<file path="src/rtl/alu_instr_sequencer.sv">
// Moore control sequencer for register-to-register ALU instructions: fetch, operand staging,
// and write-back to Ra or HI/LO, with a memory-ready wait, illegal-opcode abort and back-to-back issue.
module alu_instr_sequencer #(
    parameter int                   REG_FIELD_W = 4,
    parameter int                   OPCODE_W    = 5,
    parameter logic [OPCODE_W-1:0]  OP_MUL      = 5'b01111,
    parameter logic [OPCODE_W-1:0]  OP_DIV      = 5'b10000,
    parameter logic [OPCODE_W-1:0]  OP_ALU_MIN  = 5'b00011,
    parameter logic [OPCODE_W-1:0]  OP_ALU_MAX  = 5'b01110,
    localparam int                  NUM_REGS    = 2**REG_FIELD_W
) (
    input  logic                clk,
    input  logic                clr,
    input  logic                start,
    input  logic                mem_ready,
    input  logic [31:0]         ir,
    output logic                PC_out,
    output logic                MAR_enable,
    output logic                IncPC,
    output logic                PC_enable,
    output logic                Read,
    output logic                MDR_enable,
    output logic                MDR_out,
    output logic                IR_enable,
    output logic                Y_enable,
    output logic                Z_enable,
    output logic                ZLow_out,
    output logic                ZHigh_out,
    output logic                LO_enable,
    output logic                HI_enable,
    output logic [NUM_REGS-1:0] R_out,
    output logic [NUM_REGS-1:0] R_enable,
    output logic [OPCODE_W-1:0] opcode,
    output logic                busy,
    output logic                done,
    output logic                illegal
);

    typedef enum logic [3:0] {
        S_IDLE  = 4'd0,
        S_T0    = 4'd1,
        S_T1    = 4'd2,
        S_T2    = 4'd3,
        S_T3    = 4'd4,
        S_T4    = 4'd5,
        S_T5    = 4'd6,
        S_T6    = 4'd7,
        S_ABORT = 4'd8
    } state_t;

    localparam int RA_MSB = 31 - OPCODE_W;
    localparam int RB_MSB = RA_MSB - REG_FIELD_W;
    localparam int RC_MSB = RB_MSB - REG_FIELD_W;
    localparam int LO_MSB = RC_MSB - REG_FIELD_W;

    state_t state_q;
    state_t state_d;

    logic [OPCODE_W-1:0]    op_s;
    logic [REG_FIELD_W-1:0] ra_s;
    logic [REG_FIELD_W-1:0] rb_s;
    logic [REG_FIELD_W-1:0] rc_s;
    logic                   is_md_s;
    logic                   is_alu_s;
    logic                   ir_unused_s;

    function automatic logic [NUM_REGS-1:0] onehot(input logic [REG_FIELD_W-1:0] idx);
        logic [NUM_REGS-1:0] v;
        v      = '0;
        v[idx] = 1'b1;
        return v;
    endfunction

    assign op_s        = ir[31 -: OPCODE_W];
    assign ra_s        = ir[RA_MSB -: REG_FIELD_W];
    assign rb_s        = ir[RB_MSB -: REG_FIELD_W];
    assign rc_s        = ir[RC_MSB -: REG_FIELD_W];
    assign is_md_s     = (op_s == OP_MUL) || (op_s == OP_DIV);
    assign is_alu_s    = (op_s >= OP_ALU_MIN) && (op_s <= OP_ALU_MAX);
    assign ir_unused_s = ^ir[LO_MSB:0];

    // State register; clr clears it without waiting for a clock edge.
    always_ff @(posedge clk or posedge clr) begin
        if (clr) begin
            state_q <= S_IDLE;
        end else begin
            state_q <= state_d;
        end
    end

    // Next-state logic.
    always_comb begin
        state_d = state_q;
        case (state_q)
            S_IDLE:  begin
                if (start) state_d = S_T0;
                else       state_d = S_IDLE;
            end
            S_T0:    state_d = S_T1;
            S_T1:    begin
                if (mem_ready) state_d = S_T2;
                else           state_d = S_T1;
            end
            S_T2:    state_d = S_T3;
            S_T3:    begin
                if (is_alu_s || is_md_s) state_d = S_T4;
                else                     state_d = S_ABORT;
            end
            S_T4:    state_d = S_T5;
            S_T5:    begin
                if (is_md_s)    state_d = S_T6;
                else if (start) state_d = S_T0;
                else            state_d = S_IDLE;
            end
            S_T6:    begin
                if (start) state_d = S_T0;
                else       state_d = S_IDLE;
            end
            S_ABORT: state_d = S_IDLE;
            default: state_d = S_IDLE;
        endcase
    end

    // Output decode from the registered state (Ra/Rb/Rc selects come from the stable IR).
    always_comb begin
        PC_out     = 1'b0;
        MAR_enable = 1'b0;
        IncPC      = 1'b0;
        PC_enable  = 1'b0;
        Read       = 1'b0;
        MDR_enable = 1'b0;
        MDR_out    = 1'b0;
        IR_enable  = 1'b0;
        Y_enable   = 1'b0;
        Z_enable   = 1'b0;
        ZLow_out   = 1'b0;
        ZHigh_out  = 1'b0;
        LO_enable  = 1'b0;
        HI_enable  = 1'b0;
        R_out      = '0;
        R_enable   = '0;
        opcode     = '0;
        busy       = 1'b1;
        done       = 1'b0;
        illegal    = 1'b0;
        case (state_q)
            S_IDLE:  busy = 1'b0;
            S_T0:    begin
                PC_out     = 1'b1;
                MAR_enable = 1'b1;
                IncPC      = 1'b1;
                PC_enable  = 1'b1;
            end
            S_T1:    begin
                Read       = 1'b1;
                MDR_enable = 1'b1;
            end
            S_T2:    begin
                MDR_out   = 1'b1;
                IR_enable = 1'b1;
            end
            S_T3:    begin
                R_out    = onehot(rb_s);
                Y_enable = 1'b1;
            end
            S_T4:    begin
                R_out    = onehot(rc_s);
                opcode   = op_s;
                Z_enable = 1'b1;
            end
            S_T5:    begin
                ZLow_out = 1'b1;
                if (is_md_s) begin
                    LO_enable = 1'b1;
                end else begin
                    R_enable = onehot(ra_s);
                    done     = 1'b1;
                end
            end
            S_T6:    begin
                ZHigh_out = 1'b1;
                HI_enable = 1'b1;
                done      = 1'b1;
            end
            S_ABORT: illegal = 1'b1;
            default: busy = 1'b0;
        endcase
    end

endmodule

</file>
<file path="config.mk">
export PLATFORM = sky130hd
export DESIGN_NAME = alu_instr_sequencer
export DESIGN_NICKNAME = d
export VERILOG_FILES = /design/src/rtl/alu_instr_sequencer.sv
export SDC_FILE = /design/constraint.sdc
export NUM_CORES = 1
export LEC_CHECK = 0
export CAP_MARGIN = 20
export CORE_UTILIZATION = 31
export CTS_BUF_LIST = sky130_fd_sc_hd__clkbuf_4 sky130_fd_sc_hd__clkbuf_8 sky130_fd_sc_hd__clkbuf_16
export CTS_CLUSTER_SIZE = 24
export DETAILED_ROUTE_END_ITERATION = 8
export GPL_ROUTABILITY_DRIVEN = 0
export PLACE_DENSITY = 0.87
export SYNTH_ARGS = -nofsm -noshare
export SYNTH_HDL_FRONTEND = slang
export SYNTH_SLANG_ARGS = --single-unit
export TNS_END_PERCENT = 100
</file>
<file path="constraint.sdc">
create_clock -name clk -period 2.9 [get_ports clk]
set_input_delay 0.58 -clock clk [delete_from_list [all_inputs] [get_ports clk]]
set_output_delay 0.58 -clock clk [all_outputs]
set_load 0.005 [all_outputs]
</file>
==> flow_summary.toml, run 1 <==
[clock_network]
cts_tree = "built"
h-tree-depth = 1
hold_buffers = 0
cts_root_buffer = "clkbuf_4"
worstSkewPairLatency_ns = 0.23
clk_pin_slew_ns = 0.04
numCtsBuffers = 3
clock-sinks = 4
clk_path_buf_depth = 2

[place]
dpl.hpwl_mm = 2.85
dpl.cell_count = 223
place_ws_ns = -0.150
portBuffers = 74

[worst_setup_path]
crit_path_end_kind = "primary output"
cp-start-kind = "input pin"
crit_type = "in2out"
path_max_fanout = 4
worstPathRequired_ns = 2.32
crit_arrival_ns = 2.27

[synthesis]
yosysSeqAreaShare_pct = 11.5
netlist.area_leader.share_pct = 11.5
synth_mux_area_share_pct = 1.15
yosys-top-cells-area = "dfrtp_1 12%, nor4_1 12%, o22ai_1 9.4%"
post_synth_and_or_nand_nor_area_fraction_pct = 51.1
synth_cell_types = 35
synth_fa_ha_area_share_pct = 0
synthCells = 119
syn-num-nets = 155
synth-compound-area-share_pct = 22.8
synthArstFlopShare_pct = 100
yosys_warnings = 0
syn_area_um2 = 867
synth_xor_area_share_pct = 1.01
ys_ff_latch = 4
synth_top_family_by_area = "simple AND/OR/NAND/NOR gates"
synth_commonest_cells = "16 x nor4_1, 13 x o22ai_1, 10 x nand2b_1"
postSynthAreaPerCell_um2 = 7.29
synth_edf_count = 0
yosys.area.top_type = "dfrtp_1"
yosysMostFrequentCell = "nor4_1"
synth_ff_type = "dfrtp_1"

[layout]
largest_reg_flops = 4
nNetsFinal = 238
top_regs = "state_q (4)"
area_delta_synth_final_pct = 103
drive_gt1_share_pct = 19.0
fill_cells = 236
top_register = "state_q"
instances_no_fill = 230
diodes = 0

[power_and_ir_drop]
swShare_pct = 38.8
ir_drop_mv = 0.398
p_leak_uw = 0.000765
pwr-share-comb_pct = 76.9
pwr-share-seq_pct = 13.6
p_int_uw = 433
netSwitchingPower_uw = 275
pwr-share-clk_pct = 9.5
powerDensity_nw_per_um2 = 403

[detailed_routing]
drt_iter0_markers = 35
dr_total_vias = 1298
finalWirelength_mm = 3.57
drc = 0
drt_first_pass_iters = 4
routed_via_density = 5.64
antenna_left = 0
routedWlPerCell_um = 15.5

[timing]
fmax_mhz = 351
slew_violations = 0
setup_viol = 0
skew_ns = 0.00695
period_share_pct = 98.1
rsz0062_at_grt = "no"
fin_crit_ns = 2.85
relSlewSlack_pct = 68.5
tightestPinTransition_ns = 0.469
hold_viol_final = 0
worst_slack_ns = 0.0549

[global_routing]
grt_pass1_vias = 1185
grt_usage_pct = 24.2
antenna_found_initial = 0
grt_remaining_overflow = 0
grt_pass1_wl_mm = 5.16
grt_max_degree = 19

[run_status]
outcome = "completed"

[floorplanning]
start_util_pct = 33.8
num_rows = 18
die-area_um2 = 3010
ioPinCount = 90
design.core.area_um2 = 2570
die_w_um = 54.9
die_y_um = 54.9

[flow_run]
cap_violations = 0

[worst_hold_path]
hp-class = "in2async"
## per-layer routing
layer  GRT usage [%]  part of all wire [%]
met1            21.4                    35
met2            50.4                    57
met3            4.72                   6.7
met4            10.7                   1.5
met5               0                     0
## cells by family (layout without fill, tap and decap cells)
family / count (synthesis) / in the layout
DFF: 4 / 4
AOI/OAI and AO/OA: 25 / 25
muxes: 1 / 1
xor gates and xnor gates: 1 / 1
and+or+nand+nor: 69 / 69
buffers and inverters: 19 / 100
## layout by cell type (no fill, tap or decap), drive strengths merged
master | Yosys | final
clkdlybuf4s50 | 0 | 51
buf | 12 | 18
o22ai | 17 | 17
dlygate4sd2 | 0 | 16
nor4 | 16 | 16
nand2b | 10 | 10
nand2 | 6 | 6
and2 | 6 | 6
nor3 | 5 | 5
dlymetal6s2s | 0 | 5
or2 | 4 | 4
nand3b | 4 | 4
dfrtp | 4 | 4
inv | 4 | 4
clkbuf | 3 | 4
nor2 | 3 | 3
nand3 | 3 | 3
a221o | 3 | 3
nor3b | 2 | 2
clkdlybuf4s15 | 0 | 2
or4 | 2 | 2
or4b | 2 | 2
nand4bb | 1 | 1
nand4 | 1 | 1
mux2i | 1 | 1
and4bb | 1 | 1
or2b | 1 | 1
a211o | 1 | 1
a22o | 1 | 1
or3 | 1 | 1
a21oi | 1 | 1
o21a | 1 | 1
or4bb | 1 | 1
a31oi | 1 | 1
xnor2 | 1 | 1
## power groups by stage
stage / Clock [uW] / Combinational [uW] / Sequential (uW)
global route: 73.1 / 584 / 99.2
CTS: 70.4 / 538 / 95.6
global placement: 0 / 519 / 92.1
finish: 67.4 / 545 / 96.1
floorplan: 0 / 306 / 85.8
detailed placement: 0 / 535 / 95.9
## worst paths after layout
| kind | startpoint | end | slack (ns) | cells past startpoint |
|---|---|---|---|---|
| worst min-delay path | clr | state_q[2]$_DFF_PP0_ | 0.56 | 2 |
| max in group asynchronous | clr | state_q[3]$_DFF_PP0_ | 2.17 | 2 |
| worst max register to register | state_q[1]$_DFF_PP0_ | state_q[0]$_DFF_PP0_ | 1.23 | 4 |
| worst max-delay path | ir[15] | R_out[12] | 0.05 | 4 |
| min in group clk | state_q[0]$_DFF_PP0_ | state_q[3]$_DFF_PP0_ | 0.57 | 2 |
| worst min register to register | state_q[0]$_DFF_PP0_ | state_q[3]$_DFF_PP0_ | 0.57 | 2 |
## worst max-delay path, cell delays in order
cell and delay (ns):
clkdlybuf4s50_1 0.42, or4_4 0.57, o22ai_2 0.18, clkdlybuf4s50_1 0.51
## stage by stage
step	setup TNS [ns]	cell area [um^2]	utilization (%)	hold slack, ns	power, uW
6_report	0	1760	68.4	0.559	708
5_1_grt	0	1760	68.4	0.580	756
4_1_cts	0	1700	66.3	0.558	704
3_5_place_dp	-2.59	1680	65.4	0.563	631
3_3_place_gp	-2.16	1680	65.4	0.533	612
2_1_floorplan	0	867	-	0.346	392
## repair_timing
item | in CTS | in global routing
resized for setup | 20 | 9
setup buffers | 2 | 1
setup endpoints to repair | 22 | 22
gates cloned | 0 | 1
pin swaps | 1 | 2
## cell type report
type / count / area (um^2) / share of cell area, %
inverters: 4 / 15.0 / 0.855
clock buffers: 3 / 22.5 / 1.28
multi-input cells: 96 / 676 / 38.5
well taps: 30 / 37.5 / 2.14
flip-flops and latches: 4 / 100 / 5.70
repair buffers: 93 / 906 / 51.6
Power figures use the tool's default switching activity.
==> run 2: changes to the inputs <==
Settings changed: ABC_CLOCK_PERIOD_IN_PS set to 2900, CORE_MARGIN set to 2.
==> flow_summary.toml, run 2 (synthesized netlist as in run 1, its figures left out) <==
[worst_setup_path]
slowest_stage = "or4_1"
worstReg2RegStart = "state_q[2]$_DFF_PP0_"
crit_arrival_ns = 2.25
crit_path_end_kind = "primary output"
regToRegSetupSlack_ns = 1.28
worstPathRequired_ns = 2.32
path_max_fanout = 16
r2r_cells = 4
crit_chain = "clkdlybuf4s50_1 > or4_1 > mux2i_1 > buf_4 > buf_12 > nor4_1 > dlygate4sd2_1"
slowest_delay_ns = 0.51
crit_type = "in2out"
cp-start-kind = "input pin"
r2r_end = "state_q[0]$_DFF_PP0_"

[layout]
area_delta_synth_final_pct = 98.8
final_common_cell = "clkdlybuf4s50_1"
drive_gt1_share_pct = 18.5
layout_common_cells = "51 x clkdlybuf4s50_1, 20 x dlygate4sd2_1, 18 x buf_4, 15 x nor4_1, 13 x o22ai_1"
largest_reg_flops = 4
top_regs = "state_q (4)"
nNetsFinal = 238
diodes = 0
instances_no_fill = 231
top_register = "state_q"

[clock_network]
cts_tree = "built"
cts_root_buffer = "clkbuf_4"
worstSkewPairLatency_ns = 0.24
clk_path_buf_depth = 2
clk_pin_slew_ns = 0.04
clock-sinks = 4
numCtsBuffers = 3
h-tree-depth = 1

[global_routing]
grt_use_met3_pct = 3.23
grt_pass1_wl_mm = 5.43
use_met1_pct = 24.5
grt_usage_pct = 20.7
grt_pass1_vias = 1197
top_usage_layer = "met2"
antenna_found_initial = 0
met2_usage_pct = 37.9
grt_remaining_overflow = 0
grt_max_degree = 19

[detailed_routing]
routed_via_density = 5.63
dr_total_vias = 1300
drt_iter0_markers = 74
drt_first_pass_iters = 4
antenna_left = 0
finalWirelength_mm = 3.51
routedWlPerCell_um = 15.2
drc = 0

[power_and_ir_drop]
ir_drop_mv = 0.552
powerDensity_nw_per_um2 = 406
p_leak_uw = 0.000762

[timing]
setup_viol = 0
relSlewSlack_pct = 68.3
holdWs_ns = 0.528
tightestPinTransition_ns = 0.472
fin_crit_ns = 2.83
hold_viol_final = 0
slew_violations = 0
fmax_mhz = 354
rsz0062_at_grt = "no"
skew_ns = 0.000254
period_share_pct = 97.5

[floorplanning]
start_util_pct = 32.0
die_y_um = 56.9
die_w_um = 56.9
die-area_um2 = 3240
ioPinCount = 90
design.core.area_um2 = 2710
num_rows = 19

[worst_hold_path]
hp-class = "in2async"

[run_status]
outcome = "completed"

[place]
dpl.cell_count = 224
dpl.hpwl_mm = 2.90
portBuffers = 74

[flow_run]
cap_violations = 0
[run 2: area by class of cell]
class	instances	area, um^2
fillers	245	986
repair buffers	93	878
multi-input cells	96	669
flip-flops and latches	4	100
well taps	31	38.8
clock buffers	3	22.5
inverters	4	15.0
[run 2: routing by layer]
metal	share of wire, %	vias up
li1	-	624
met1	40	610
met2	53	60
met3	5.8	6
met4	1.4	0
met5	0	-
[run 2: worst max-delay path: cells and delay by family]
family	cells	cell delay (ns)
buffers and inverters	4	0.96
multiplexers	1	0.13
AND/OR/NAND/NOR	2	0.57
[run 2: metrics by stage]
stage	utilization, %	total power, uW	setup slack [ns]	TNS (ns)	area [um^2]
finish	63.6	700	0.0737	0	1720
global route	63.6	740	0.0171	0	1720
CTS	62.8	693	0.00366	0	1700
detailed placement	62.0	622	-0.189	-2.50	1680
global placement	62.0	605	-0.104	-1.81	1680
floorplan	-	392	0.701	0	867
[run 2: report_power, final]
group	switching (uW)	leakage, uW	internal [uW]
registers	24.9	0.0000523	77.3
logic	227	0.000696	301
clock network	24.3	0.0000138	46.4
[run 2: timing repair]
action | CTS | global route
cloned | 0 | 0
buffers inserted | 2 | 2
endpoints found under the setup margin | 22 | 10
pin swaps | 1 | 1
resized for setup | 22 | 4
hold buffers | 0 | 0
[run 2: worst max path at each step]
| stage | to | start | cells after the start |
|---|---|---|---|
| final | R_enable[8] | ir[27] | 7 |
| after global routing | R_enable[9] | ir[27] | 7 |
| after CTS | R_out[8] | ir[15] | 4 |
| after detailed placement | R_enable[15] | ir[28] | 8 |
| after global placement | R_enable[13] | ir[27] | 7 |
| after floorplan | LO_enable | ir[27] | 4 |
==> run 3: changes to the inputs <==
Settings changed: CORE_ASPECT_RATIO set to 1.5, CORE_MARGIN 2 to unset, CTS_CLUSTER_SIZE 24 to unset.
==> flow_summary.toml, run 3 (synthesized netlist as in run 1, its figures left out) <==
[clock_network]
numCtsBuffers = 3
clock-sinks = 4
clk_path_buf_depth = 2
cts_tree = "built"
worstSkewPairLatency_ns = 0.22
h-tree-depth = 1
clk_pin_slew_ns = 0.03
cts_root_buffer = "clkbuf_8"

[worst_setup_path]
slowest_delay_ns = 0.60
crit_type = "reg2out"
crit_arrival_ns = 2.28
crit_path_end_kind = "primary output"
crit_chain = "buf_4 > nand2b_1 > or4_4 > o22ai_2 > clkdlybuf4s50_1"
worstPathRequired_ns = 2.32
cp-start-kind = "flop"
cp_num_buf_inv = 2
crit_family = "simple AND/OR/NAND/NOR gates"
slowest_stage = "or4_4"
path_max_fanout = 4

[floorplanning]
die_w_um = 45.2
die_y_um = 66.8
ioPinCount = 90
start_util_pct = 32.4
die-area_um2 = 3020
design.core.area_um2 = 2680
num_rows = 23

[power_and_ir_drop]
netSwitchingPower_uw = 284
total_power_uw = 769
pwr-share-clk_pct = 15.1
ir_drop_mv = 0.232
pwr-share-seq_pct = 13.8
swShare_pct = 37.0
p_leak_uw = 0.000674
pwr-share-comb_pct = 71.2
powerDensity_nw_per_um2 = 441
p_int_uw = 484

[place]
postPlaceCellArea_um2 = 1680
portBuffers = 74
dpl.hpwl_mm = 2.78
place_ws_ns = -0.171

[worst_hold_path]
hp-class = "in2async"

[timing]
slew_violations = 0
period_share_pct = 98.5
setup_viol = 0
skew_ns = 0.00220
worst_slack_ns = 0.0448
holdWs_ns = 0.553
fmax_mhz = 350
relSlewSlack_pct = 73.8
hold_viol_final = 0
fin_crit_ns = 2.86
tightestPinTransition_ns = 0.391

[run_status]
outcome = "completed"

[global_routing]
grt_pass1_wl_mm = 5.82
grt_usage_pct = 25.7
grt_max_degree = 19
grt_remaining_overflow = 0
antenna_found_initial = 0
grt_pass1_vias = 1330

[detailed_routing]
drt_iter0_markers = 38
routedWlPerCell_um = 15.0
antenna_left = 0
finalWirelength_mm = 3.56
dr_total_vias = 1328
drt_first_pass_iters = 4
routed_via_density = 5.58
drc = 0

[layout]
area_delta_synth_final_pct = 101
nNetsFinal = 239
largest_reg_flops = 4
drive_gt1_share_pct = 26.9
top_register = "state_q"
diodes = 0
fill_cells = 247
final_common_cell = "clkdlybuf4s50_1"
stdcell_area_um2 = 1740
final_util_pct = 65.1
top_regs = "state_q (4)"
layout_common_cells = "54 x clkdlybuf4s50_1, 18 x buf_4, 16 x nor4_1, 10 x nand2b_1, 10 x clkbuf_2"

[flow_run]
cap_violations = 0
==> run 3: path summary, 6_finish.rpt <==
| kind | from | endpoint | slack, ns | cells past startpoint |
|---|---|---|---|---|
| worst min-delay path | clr | state_q[0]$_DFF_PP0_ | 0.55 | 2 |
| worst min register to register | state_q[0]$_DFF_PP0_ | state_q[3]$_DFF_PP0_ | 0.58 | 2 |
| worst max-delay path | state_q[1]$_DFF_PP0_ | R_out[8] | 0.04 | 5 |
| min in group clk | state_q[0]$_DFF_PP0_ | state_q[3]$_DFF_PP0_ | 0.58 | 2 |
| max in group asynchronous | clr | state_q[1]$_DFF_PP0_ | 2.18 | 2 |
| worst max register to register | state_q[1]$_DFF_PP0_ | state_q[0]$_DFF_PP0_ | 1.26 | 4 |
==> run 3: final cells by class <==
| type | instances | area (um^2) | share of cell area [%] |
|---|---|---|---|
| clock buffer | 3 | 41.3 | 2.37 |
| multi-input combinational | 96 | 688 | 39.5 |
| inverter | 4 | 15.0 | 0.861 |
| timing repair buffer | 94 | 848 | 48.7 |
| sequential | 4 | 104 | 5.96 |
| tap | 37 | 46.3 | 2.66 |
==> run 3: timing repair <==
item | in CTS | in global routing
hold buffers | 0 | 0
buffers inserted | 3 | 3
gates cloned | 0 | 0
pin swaps | 2 | 5
endpoints found under the setup margin | 25 | 31
gates resized for setup | 31 | 22
==> run 3: metal layers <==
layer  global-route usage, %  vias up  wire (um)
met3                    7.05        8        297
met1                    22.5      620       1100
met5                       0        -          0
li1                        -      629          -
met2                    50.0       71       2110
met4                    12.5        0         50
==> run 3: metrics by stage <==
step,TNS [ns],instances
global placement,-2.48,229
floorplan,0,119
CTS,0,235
detailed placement,-2.74,229
finish,0,238
global route,-0.0760,238
==> run 3: power by group through the flow <==
| stage | combinational [uW] | clock (uW) | sequential [uW] |
|---|---|---|---|
| detailed placement | 490 | 0 | 122 |
| floorplan | 306 | 0 | 85.8 |
| CTS | 495 | 119 | 124 |
| global route | 598 | 129 | 108 |
| finish | 547 | 116 | 106 |
| global placement | 474 | 0 | 119 |
